`config.mk`:
```
export PLATFORM = sky130hd
export DESIGN_NAME = julia_iteration_controller
export DESIGN_NICKNAME = d
export VERILOG_FILES = /design/src/rtl/julia_iteration_controller.sv
export SDC_FILE = /design/constraint.sdc
export NUM_CORES = 1
export LEC_CHECK = 0
export BUFFER_PORTS_ARGS = -buffer_cell sky130_fd_sc_hd__buf_2
export CAP_MARGIN = 30
export CORE_MARGIN = 3
export CORE_UTILIZATION = 35
export DETAILED_ROUTE_END_ITERATION = 12
export HOLD_SLACK_MARGIN = 0.12
export PLACE_DENSITY_LB_ADDON = 0.1
export SYNTH_ARGS = -nofsm -noshare
export SYNTH_HDL_FRONTEND = slang
export SYNTH_SLANG_ARGS = --single-unit
```
`constraint.sdc`:
```
create_clock -name clk -period 1.75 [get_ports clk]
set_clock_uncertainty 0.2 [all_clocks]
set_input_delay 0.0875 -clock clk [delete_from_list [all_inputs] [get_ports clk]]
set_output_delay 0.0875 -clock clk [all_outputs]
set_load 0.02 [all_outputs]
```
`src/rtl/julia_iteration_controller.sv`:
```
// rtl/julia_iteration_controller.sv - sequences one Julia/Mandelbrot pixel job through the z-update datapath
module julia_iteration_controller #(
   parameter int               WIDTH         = 22,
   parameter int               MAX_ITER      = 255,
   parameter logic [WIDTH-1:0] ESCAPE_THRESH = 22'h002000,
   parameter int               TAG_W         = 19
) (
   input  logic             clk,
   input  logic             n_rst,
   input  logic             in_valid,
   output logic             in_ready,
   input  logic [WIDTH-1:0] in_z_real,
   input  logic [WIDTH-1:0] in_z_imag,
   input  logic [WIDTH-1:0] in_c_real,
   input  logic [WIDTH-1:0] in_c_imag,
   input  logic [TAG_W-1:0] in_tag,
   output logic [WIDTH-1:0] calc_z_real,
   output logic [WIDTH-1:0] calc_z_imag,
   output logic [WIDTH-1:0] calc_c_real,
   output logic [WIDTH-1:0] calc_c_imag,
   input  logic [WIDTH-1:0] calc_z_real_next,
   input  logic [WIDTH-1:0] calc_z_imag_next,
   input  logic [WIDTH-1:0] calc_size_sq,
   output logic             out_valid,
   input  logic             out_ready,
   output logic [7:0]       out_iter,
   output logic             out_escaped,
   output logic [TAG_W-1:0] out_tag,
   output logic             busy
);

   localparam logic [1:0] ST_IDLE    = 2'd0;
   localparam logic [1:0] ST_ITERATE = 2'd1;
   localparam logic [1:0] ST_DONE    = 2'd2;

   localparam logic [7:0] ITER_CAP = 8'(MAX_ITER);

   logic [1:0] state;
   logic [7:0] count;
   logic [7:0] count_inc;
   logic       esc;
   logic       accept;

   // Handshake and termination terms; a negative |z|^2 (wrapped) never escapes.
   always_comb begin
      in_ready  = (state == ST_IDLE) || ((state == ST_DONE) && out_ready);
      accept    = in_valid && in_ready;
      count_inc = count + 8'd1;
      esc       = $signed(calc_size_sq) >= $signed(ESCAPE_THRESH);
      out_valid = (state == ST_DONE);
      busy      = (state != ST_IDLE);
   end

   // Job sequencing: accept (also straight out of DONE), iterate, hold result.
   always_ff @(posedge clk) begin
      if (!n_rst) begin
         state       <= ST_IDLE;
         count       <= 8'd0;
         calc_z_real <= '0;
         calc_z_imag <= '0;
         calc_c_real <= '0;
         calc_c_imag <= '0;
         out_iter    <= 8'd0;
         out_escaped <= 1'b0;
         out_tag     <= '0;
      end else if (accept) begin
         calc_z_real <= in_z_real;
         calc_z_imag <= in_z_imag;
         calc_c_real <= in_c_real;
         calc_c_imag <= in_c_imag;
         out_tag     <= in_tag;
         count       <= 8'd0;
         state       <= ST_ITERATE;
      end else begin
         case (state)
            ST_ITERATE: begin
               calc_z_real <= calc_z_real_next;
               calc_z_imag <= calc_z_imag_next;
               count       <= count_inc;
               if (esc || (count_inc == ITER_CAP)) begin
                  out_iter    <= count_inc;
                  out_escaped <= esc;
                  state       <= ST_DONE;
               end
            end
            ST_DONE: begin
               if (out_ready) begin
                  state <= ST_IDLE;
               end
            end
            ST_IDLE: begin
               state <= ST_IDLE;
            end
            default: begin
               state <= ST_IDLE;
            end
         endcase
      end
   end

endmodule

```
Word-level counts from Yosys, hierarchy flattened --
Cells that the tools add are included. W data, S select, Z words.
Storage, ports and cells: flip-flop bits (word level) 126, output and inout port bits 119, word-level logic and storage cells 40
Cells by class: add/subtract/negate cells 1, $lt $le $gt $ge 1, equality and inequality tests 7, mux-type cells 8, bitwise gates (word level) 2, reduce and logical (&&, ||, !) cells 11
Operators by type and width (number):
- $mux W22 | 4
- $ge A22 B15 Y1 const B | 1
- $add A8 B1 Y8 const B | 1
- $eq A8 B8 Y1 const B | 1
- $mux W2 | 2
- $pmux W2 S2 | 1
- $reduce_and A2 Y1 | 2
- $reduce_bool A2 Y1 | 2
- $ne A3 B1 Y1 const B | 1
- $ne A3 B3 Y1 const B | 1
- $reduce_and A3 Y1 | 1
- $eq A2 B1 Y1 const B | 1
- $eq A2 B2 Y1 const B | 1
- $logic_and A1 B1 Y1 | 2
- $logic_not A2 Y1 | 1
- $logic_or A1 B1 Y1 | 2
- $ne A2 B1 Y1 const B | 1
- $ne A2 B2 Y1 const B | 1
- $not A1 Y1 | 2
- $reduce_or A2 Y1 | 1
- $mux W1 | 1

Longest topological paths before layout --
Gate-level depths: netlist of run 1.
word-level depth 6, gate-level depth with buffers 7, mapped depth without buffers 7

Worst setup path after synthesis of run 1 --
Ideal clock, no wire load.
kind register to register, from reg count[0], to reg out_iter[1], arrival 1.581 ns, required time 1.434 ns, setup slack -0.147 ns, cell stages (with the launch flop) 7, clock period less this slack 1.897 ns, cell sequence dfxtp_1 -> ha_1 -> nand3_2 -> o21a_1 -> o2111ai_1 -> nand2_2 -> o211a_1
On the way: word-level cells in the longest chain between the ends 4
RTL lines:
- from (decl) | RTL line 39 | logic [7:0] count;
- from (signal assigned) | RTL line 79 | count <= count_inc;
- $add A8 B1 Y8 (*) | RTL line 48 | count_inc = count + 8'd1;
- $eq A8 B8 Y1 | RTL line 80 | if (esc || (count_inc == ITER_CAP)) begin
- $logic_or A1 B1 Y1 | RTL line 80
- $reduce_and A3 Y1 (no line)
- to (signal assigned) | RTL line 81 | out_iter <= count_inc;
- to (decl) | RTL line 26 | output logic [7:0] out_iter,
Mark *: on every way between the ends. The rest lies on a longest branch, timed or not. A chain may end at the register's enable or synchronous reset.

Worst setup path in the final report of run 1 --
from reg count[0], to reg out_escaped
On the way: word-level cells in the longest chain between the ends 4
RTL lines:
- $add A8 B1 Y8 | RTL line 48
- $eq A8 B8 Y1 | RTL line 80
- $logic_or A1 B1 Y1 | RTL line 80
- $reduce_and A3 Y1 (no line)
- to (signal assigned) | RTL line 82 | out_escaped <= esc;
- to (decl) | RTL line 27 | output logic out_escaped,
Every way passes these cells.

==> metrics.txt, run 1 <==
outcome=finished with violations; failing checks=negative setup slack; CORE AREA=between 10,000 and 15,000 sq um; final non-filler cell area=just under 9000 sq um; Seq/Total Area, Yosys=0.502; Multi-input gate area=roughly 2400 sq um; initial antenna violation count=0; GPL Wtd Cong=approximately 0.84; Worst Max-Slew Pin Slew=a little under 400 ps; # diodes=0; setup ws final=-3.75 ps; drt pass-1 iters=5; CTS tree=built; Worst EP required=1850 ps; most frequent cells in the layout=282 x buf_2, 181 x nand2_1, 155 x dlygate4sd3_1, 122 x dfxtp_1, 71 x a21boi_0; PwrDens=905 nW/um^2; Main synth FF type=dfxtp_1; Reg-to-Reg Start=count[0]; max_cap viols=0; yosys warns=0; Area Growth Syn to Fin=78.1%; Inserted Clock Buffers=17; nets=1,199; syn_area_per_cell=8.72 sq um; Clock Tree Root=clkbuf_16; Critical Path End Type=flop; initial DRC count=around 240; CTS sink count=about 130; commonest non-fill, non-tap cell in the layout=buf_2; final period utilization=1.00; DRC viols=0; Fin. Hold Viols=0; nature of the critical path startpoint=flop; dpl ws=-82.1 ps; Starting Density=0.359; global-route wire length before repair=~29,000 um; Area after DPL=between 6000 and 7000 sq um; IO Count=slightly below 300; crit path from=count[0]; post-synthesis cell type count=36; EDFF count, synth=0; CTS H-tree lvls=4; Peak supply drop=between 500 and 600 uV; fin util=0.640; worst min path class=in -> reg; Seq. cell area=between 2000 and 3000 sq um; ratio of cells with drive above 1 in the final layout=0.347; leakage=between 4 and 5 nW; Post-Syn Area=5030 sq um; Max-Slew Margin vs Limit=0.737; Setup CP Type=reg -> reg; wire per inst=15.4 um; # setup viols final=2; Post-Synthesis Cells=~580; final wirelength=around 19,000 um; fillcell total=roughly 1.1k; Antenna Nets Post-Route=0; via count=~6k; Async SR Flop Fraction=0; port buffer count=approximately 280; Worst-Skew Late Latency=410 ps; post-DR vias/cell=roughly 4.8; CTS Buffer Depth=2; dpl hpwl=about 11,000 um; Slew Limit Fails=0; largest net degree at the start of global routing=83; gr ovfl total=0; die area=between 15,000 and 20,000 sq um; Mapped Nets=between 700 and 800; crit path max fanout=3; Die Wd=~130 um; unrepaired setup endpoints after global routing=true; Tot GR Track Use=0.229; clock transition at the registers of the reported paths=about 50 ps; fin crit period=1750 ps; FF+latch count, synth=~130; worst path arrival time=roughly 1900 ps; vias in the first global route=between 6k and 7k; Fmax=between 0.5 and 0.6 GHz; num rows=43; HP Start=calc_size_sq[17]; Die Height=around 130 um
-- Yosys cell counts, types with 2 or more instances --
| cell | instances | share of area |
|---|---|---|
| dfxtp_1 | 126 | 0.50 |
| a21oi_1 | 2 | 0.0020 |
| ha_1 | 2 | 0.0050 |
| xnor2_1 | 10 | 0.017 |
| nor4_1 | 2 | 0.0025 |
| a21boi_1 | 37 | 0.055 |
| mux2i_1 | 2 | 0.0040 |
| xor2_1 | 2 | 0.0035 |
| a211oi_1 | 2 | 0.0030 |
| o21ai_0 | 4 | 0.0040 |
| a21boi_0 | 72 | 0.11 |
| a22oi_1 | 44 | 0.066 |
| or2_2 | 2 | 0.0025 |
| o211a_1 | 2 | 0.0040 |
| clkbuf_1 | 29 | 0.022 |
| buf_2 | 10 | 0.010 |
| o211ai_1 | 2 | 0.0030 |
| nor2b_1 | 3 | 0.0037 |
| nor3_1 | 6 | 0.0060 |
| nand3_1 | 4 | 0.0040 |
| buf_1 | 2 | 0.0015 |
| nor2_1 | 13 | 0.0097 |
| nand2_1 | 182 | 0.14 |
| o21a_1 | 2 | 0.0030 |
| nor3b_2 | 2 | 0.0050 |
| inv_1 | 3 | 0.0022 |
-- cell type report --
| cell class | count | share of cell area |
|---|---|---|
| sequential | 126 | 0.283 |
| timing repair buffer | 465 | 0.363 |
| clock buffer | 23 | 0.0545 |
| tap | 180 | 0.0252 |
| inverter | 3 | 0.00126 |
| multi-input combinational | 407 | 0.267 |
| clock inverter | 7 | 0.00699 |
-- final timing paths --
kind / endpoint / cells past startpoint / slack, ps
max: out_escaped / 7 / -4
max reg2reg: out_escaped / 7 / -4
min: state[0] / 5 / 150
min reg2reg: out_tag[13] / 2 / 250
-- registers in the layout (all words and copies together), names as in the netlist --
register     count
out_escaped      1
calc_c_imag     22
count            8
out_tag         19
out_iter         8
calc_z_imag     22
state            2
calc_c_real     22
calc_z_real     22
-- critical path: stages (launching register included) --
cell	delay, ps
dfxtp_4	360
ha_4	150
xor2_2	160
nor3b_4	240
o2111ai_2	180
buf_4	170
a21oi_1	130
nor2b_1	50
-- kinds of logic (layout without fill, tap and decap cells) --
group / count (synthesis) / in the layout / share of synthesized area
flip-flops: 126 / 126 / 0.502
adder cells (fa/ha/maj): 2 / 2 / 0.00498
AND/OR/NAND/NOR: 219 / 219 / 0.176
XOR/XNOR: 12 / 12 / 0.0209
multiplexers: 2 / 2 / 0.00398
AO/OA/AOI/OAI: 172 / 172 / 0.257
buffers and inverters: 44 / 498 / 0.0353
-- power breakdown --
| group | switching [mW] | internal [mW] |
|---|---|---|
| registers | 0.107 | 3.08 |
| logic | 0.894 | 0.767 |
| clock network | 1.18 | 2.07 |
| total | 2.18 | 5.92 |
-- metal layers --
layer / routed length [um] / GRT usage / part of all wire
met5: 0 / 0 / 0
met1: 7280 / 0.244 / 0.39
met2: 9340 / 0.407 / 0.50
met4: 652 / 0.114 / 0.035
met3: 1370 / 0.0729 / 0.074
-- metrics by stage --
step	setup TNS, ps	hold WS, ps	std cells	power, mW
floorplan	0	22.4	577	4.00
global placement	-46.1	128	1020	4.56
detailed placement	-329	134	1020	4.59
CTS	-0.229	135	1208	8.16
global route	-1040	151	1211	8.46
finish	-6.20	150	1211	8.10
-- repair_timing --
| item | CTS | global route |
|---|---|---|
| endpoints found under the hold margin | 126 | 0 |
| setup buffers | 3 | 2 |
| hold buffers | 155 | 0 |
| setup endpoints to repair | 8 | 40 |
| cloned | 0 | 1 |
| pin swaps | 4 | 6 |
| resized for setup | 3 | 9 |
Note: power is estimated with default switching activity, not from simulation.
==> run 2, diff against run 1 <==
==> constraint.sdc (replaced) <==
create_clock -name clk -period 1.75 [get_ports clk]
set_clock_uncertainty 0.2 [all_clocks]
set_input_delay 0.35 -clock clk [delete_from_list [all_inputs] [get_ports clk]]
set_output_delay 0.35 -clock clk [all_outputs]
set_load 0.02 [all_outputs]
==> run 2 against run 1 <==
The flow still finishes with violations (negative setup slack). Critical path depth fell by 1. Fmax down 2.4%. Hold slack got worse by 14 ps. Routed wire length about the same. Via count rose by 1.4%. Final cell count is 1.1% higher. Utilization up 1.6 points. First-iteration DRC count rose by 42%. Die area is the same. Non-clock buffer count up 12. Clock power fell by 6%. Largest cell class unchanged. Largest power group is now registers.
==> metrics.txt, run 2 (same netlist as run 1, synthesis figures left out) <==
outcome=finished with violations; failing checks=negative setup slack; Critical Path End Type=flop; GPL Wtd Cong=0.871 (+4.0%); worst reg-to-reg setup slack=-50 ps (-40 ps); Pint=5.81 mW (-1.9%); Tot GR Track Use=0.224 (-0.00526); max_cap viols=0 (unchanged); drt pass-1 iters=5 (unchanged); crit path max fanout=6 (+3); cell count of the worst reg-to-reg path=6 (-1); worst path arrival time=1900 ps (+40 ps); leakage=4.23 nW (+2.4%); Setup CP Type=reg -> reg; CTS tree=built; Fmax=0.556 GHz (-2.4%); CTS sink count=126 (unchanged); clock transition at the registers of the reported paths=50 ps (about the same); final wirelength=18,700 um (about the same); Area Growth Syn to Fin=82.6%; fin crit period=1800 ps (+43.5 ps); Starting Density=0.359 (unchanged); IO Count=296 (unchanged); Die Height=126 um (unchanged); Worst-Skew Late Latency=410 ps (about the same); CTS Buffer Depth=2 (unchanged); # diodes=0 (unchanged); Fin. Hold Viols=0 (unchanged); final non-filler cell area=9180 sq um (+2.5%); ratio of cells with drive above 1 in the final layout=0.364 (+0.0167); CORE AREA=14,000 sq um (unchanged); Antenna Nets Post-Route=0 (unchanged); via count=5,927 (+1.4%); initial antenna violation count=0 (unchanged); unrepaired setup endpoints after global routing=true; Max-Slew Margin vs Limit=0.643 (-0.0943); r2r endpoint=out_iter[1]; most frequent cells in the layout=280 x buf_2, 180 x nand2_1, 152 x dlygate4sd3_1, 121 x dfxtp_1, 57 x a21boi_1; Slew Limit Fails=0 (unchanged); Reg-to-Reg Start=count[0]; Inserted Clock Buffers=17 (unchanged); Sw Share=0.278 (+0.00903); DRC viols=0 (unchanged); setup TNS=-235 ps (-229 ps); fillcell total=1,110 (-0.98%); post-DR vias/cell=4.84 (+0.31%); Worst Max-Slew Pin Slew=535 ps (+144 ps); CTS H-tree lvls=4 (unchanged); Die Wd=126 um (unchanged); Worst EP required=1850 ps (about the same); wire per inst=15.2 um (-0.98%); port buffer count=282 (unchanged); worst min path class=in -> reg; nature of the critical path startpoint=flop; WHS=136 ps (-13.9 ps); die area=15,800 sq um (unchanged); # setup viols final=18 (+16); dpl hpwl=11,400 um (+0.81%); nets=1,211 (+1.0%); Tot Pwr=8.05 mW (-0.67%); Peak supply drop=650 uV (+16%); final period utilization=1.03 (+0.0249); net switching power=2.24 mW (+2.7%); vias in the first global route=5,987 (-1.1%); setup ws final=-47.2 ps (-43.5 ps); crit path from=count[0]; commonest non-fill, non-tap cell in the layout=buf_2; Area after DPL=6870 sq um (+1.4%); Clock Tree Root=clkbuf_16; fin util=0.656 (+0.0163); combinational power share=0.223 (+0.018); gr ovfl total=0 (unchanged); Sequential Power Share=0.396 (+0.002); crit path to=out_iter[1]; Clk pwr share=0.380 (-0.021); num rows=43 (unchanged); global-route wire length before repair=28,800 um (-1.9%); initial DRC count=345 (+42%); PwrDens=877 nW/um^2 (-3.1%); largest net degree at the start of global routing=70 (-16%)
==> run 2: cell types whose count changed in the layout (fill, tap and decap cells not counted), sizes merged <==
cell and delta:
buf +12, clkbuf +4, dlygate4sd3 -3, bufinv -1
clkinvlp +1
==> run 2: metal layers <==
metal | share of wire | track usage
met1 | 0.40 | 0.251
met2 | 0.48 | 0.373
met3 | 0.075 | 0.0712
met4 | 0.047 | 0.132
met5 | 0 | 0
==> run 2: repair_timing <==
| action | in CTS | in global routing |
|---|---|---|
| endpoints found under the hold margin | 108 | 0 |
| buffers inserted | 4 | 2 |
| setup endpoints to repair | 14 | 108 |
| cloned | 0 | 5 |
| hold buffers | 152 | 0 |
| pin swaps | 7 | 11 |
| gates resized for setup | 15 | 46 |
==> run 2: worst min-delay path by stage <==
stage	startpoint	endpoint	cells after the start
3_5_place_dp	calc_c_real[9]	calc_c_real[9]	2
3_3_place_gp	out_tag[12]	out_tag[12]	2
5_1_grt	n_rst	calc_c_imag[9]	2
6_report	n_rst	calc_c_real[3]	2
4_1_cts	n_rst	calc_c_real[3]	2
2_1_floorplan	in_c_real[10]	calc_c_real[10]	2
==> run 2: worst max-delay path, cell delays in order, from the launching register on <==
cell	delay [ps]
dfxtp_4	360
ha_4	170
nand3_4	90
o21a_1	230
o2111ai_2	250
nand2_2	150
o211a_1	230
==> run 2: layout make-up <==
class / instances / area [sq um] / area share
Tap cell: 180 / 225 / 0.0245
Clock inverter: 7 / 40.0 / 0.00436
Sequential cell: 126 / 2530 / 0.276
Multi-Input combinational cell: 407 / 2440 / 0.265
Clock buffer: 24 / 472 / 0.0514
Timing Repair Buffer: 477 / 3460 / 0.377
Inverter: 3 / 11.3 / 0.00123
==> run 2: power groups by stage <==
stage / Clock (mW) / Combinational [mW] / Sequential [mW]
finish: 3.06 / 1.80 / 3.19
global route: 3.27 / 1.93 / 3.22
CTS: 3.13 / 1.66 / 3.19
detailed placement: 0 / 1.38 / 3.24
global placement: 0 / 1.36 / 3.23
floorplan: 0 / 0.504 / 3.49
==> run 2: per-stage QoR <==
| stage | instances | setup slack, ps |
|---|---|---|
| detailed placement | 1031 | -158 |
| floorplan | 577 | 4.14 |
| global route | 1224 | -135 |
| CTS | 1217 | -39.3 |
| finish | 1224 | -47.2 |
| global placement | 1031 | -64.7 |
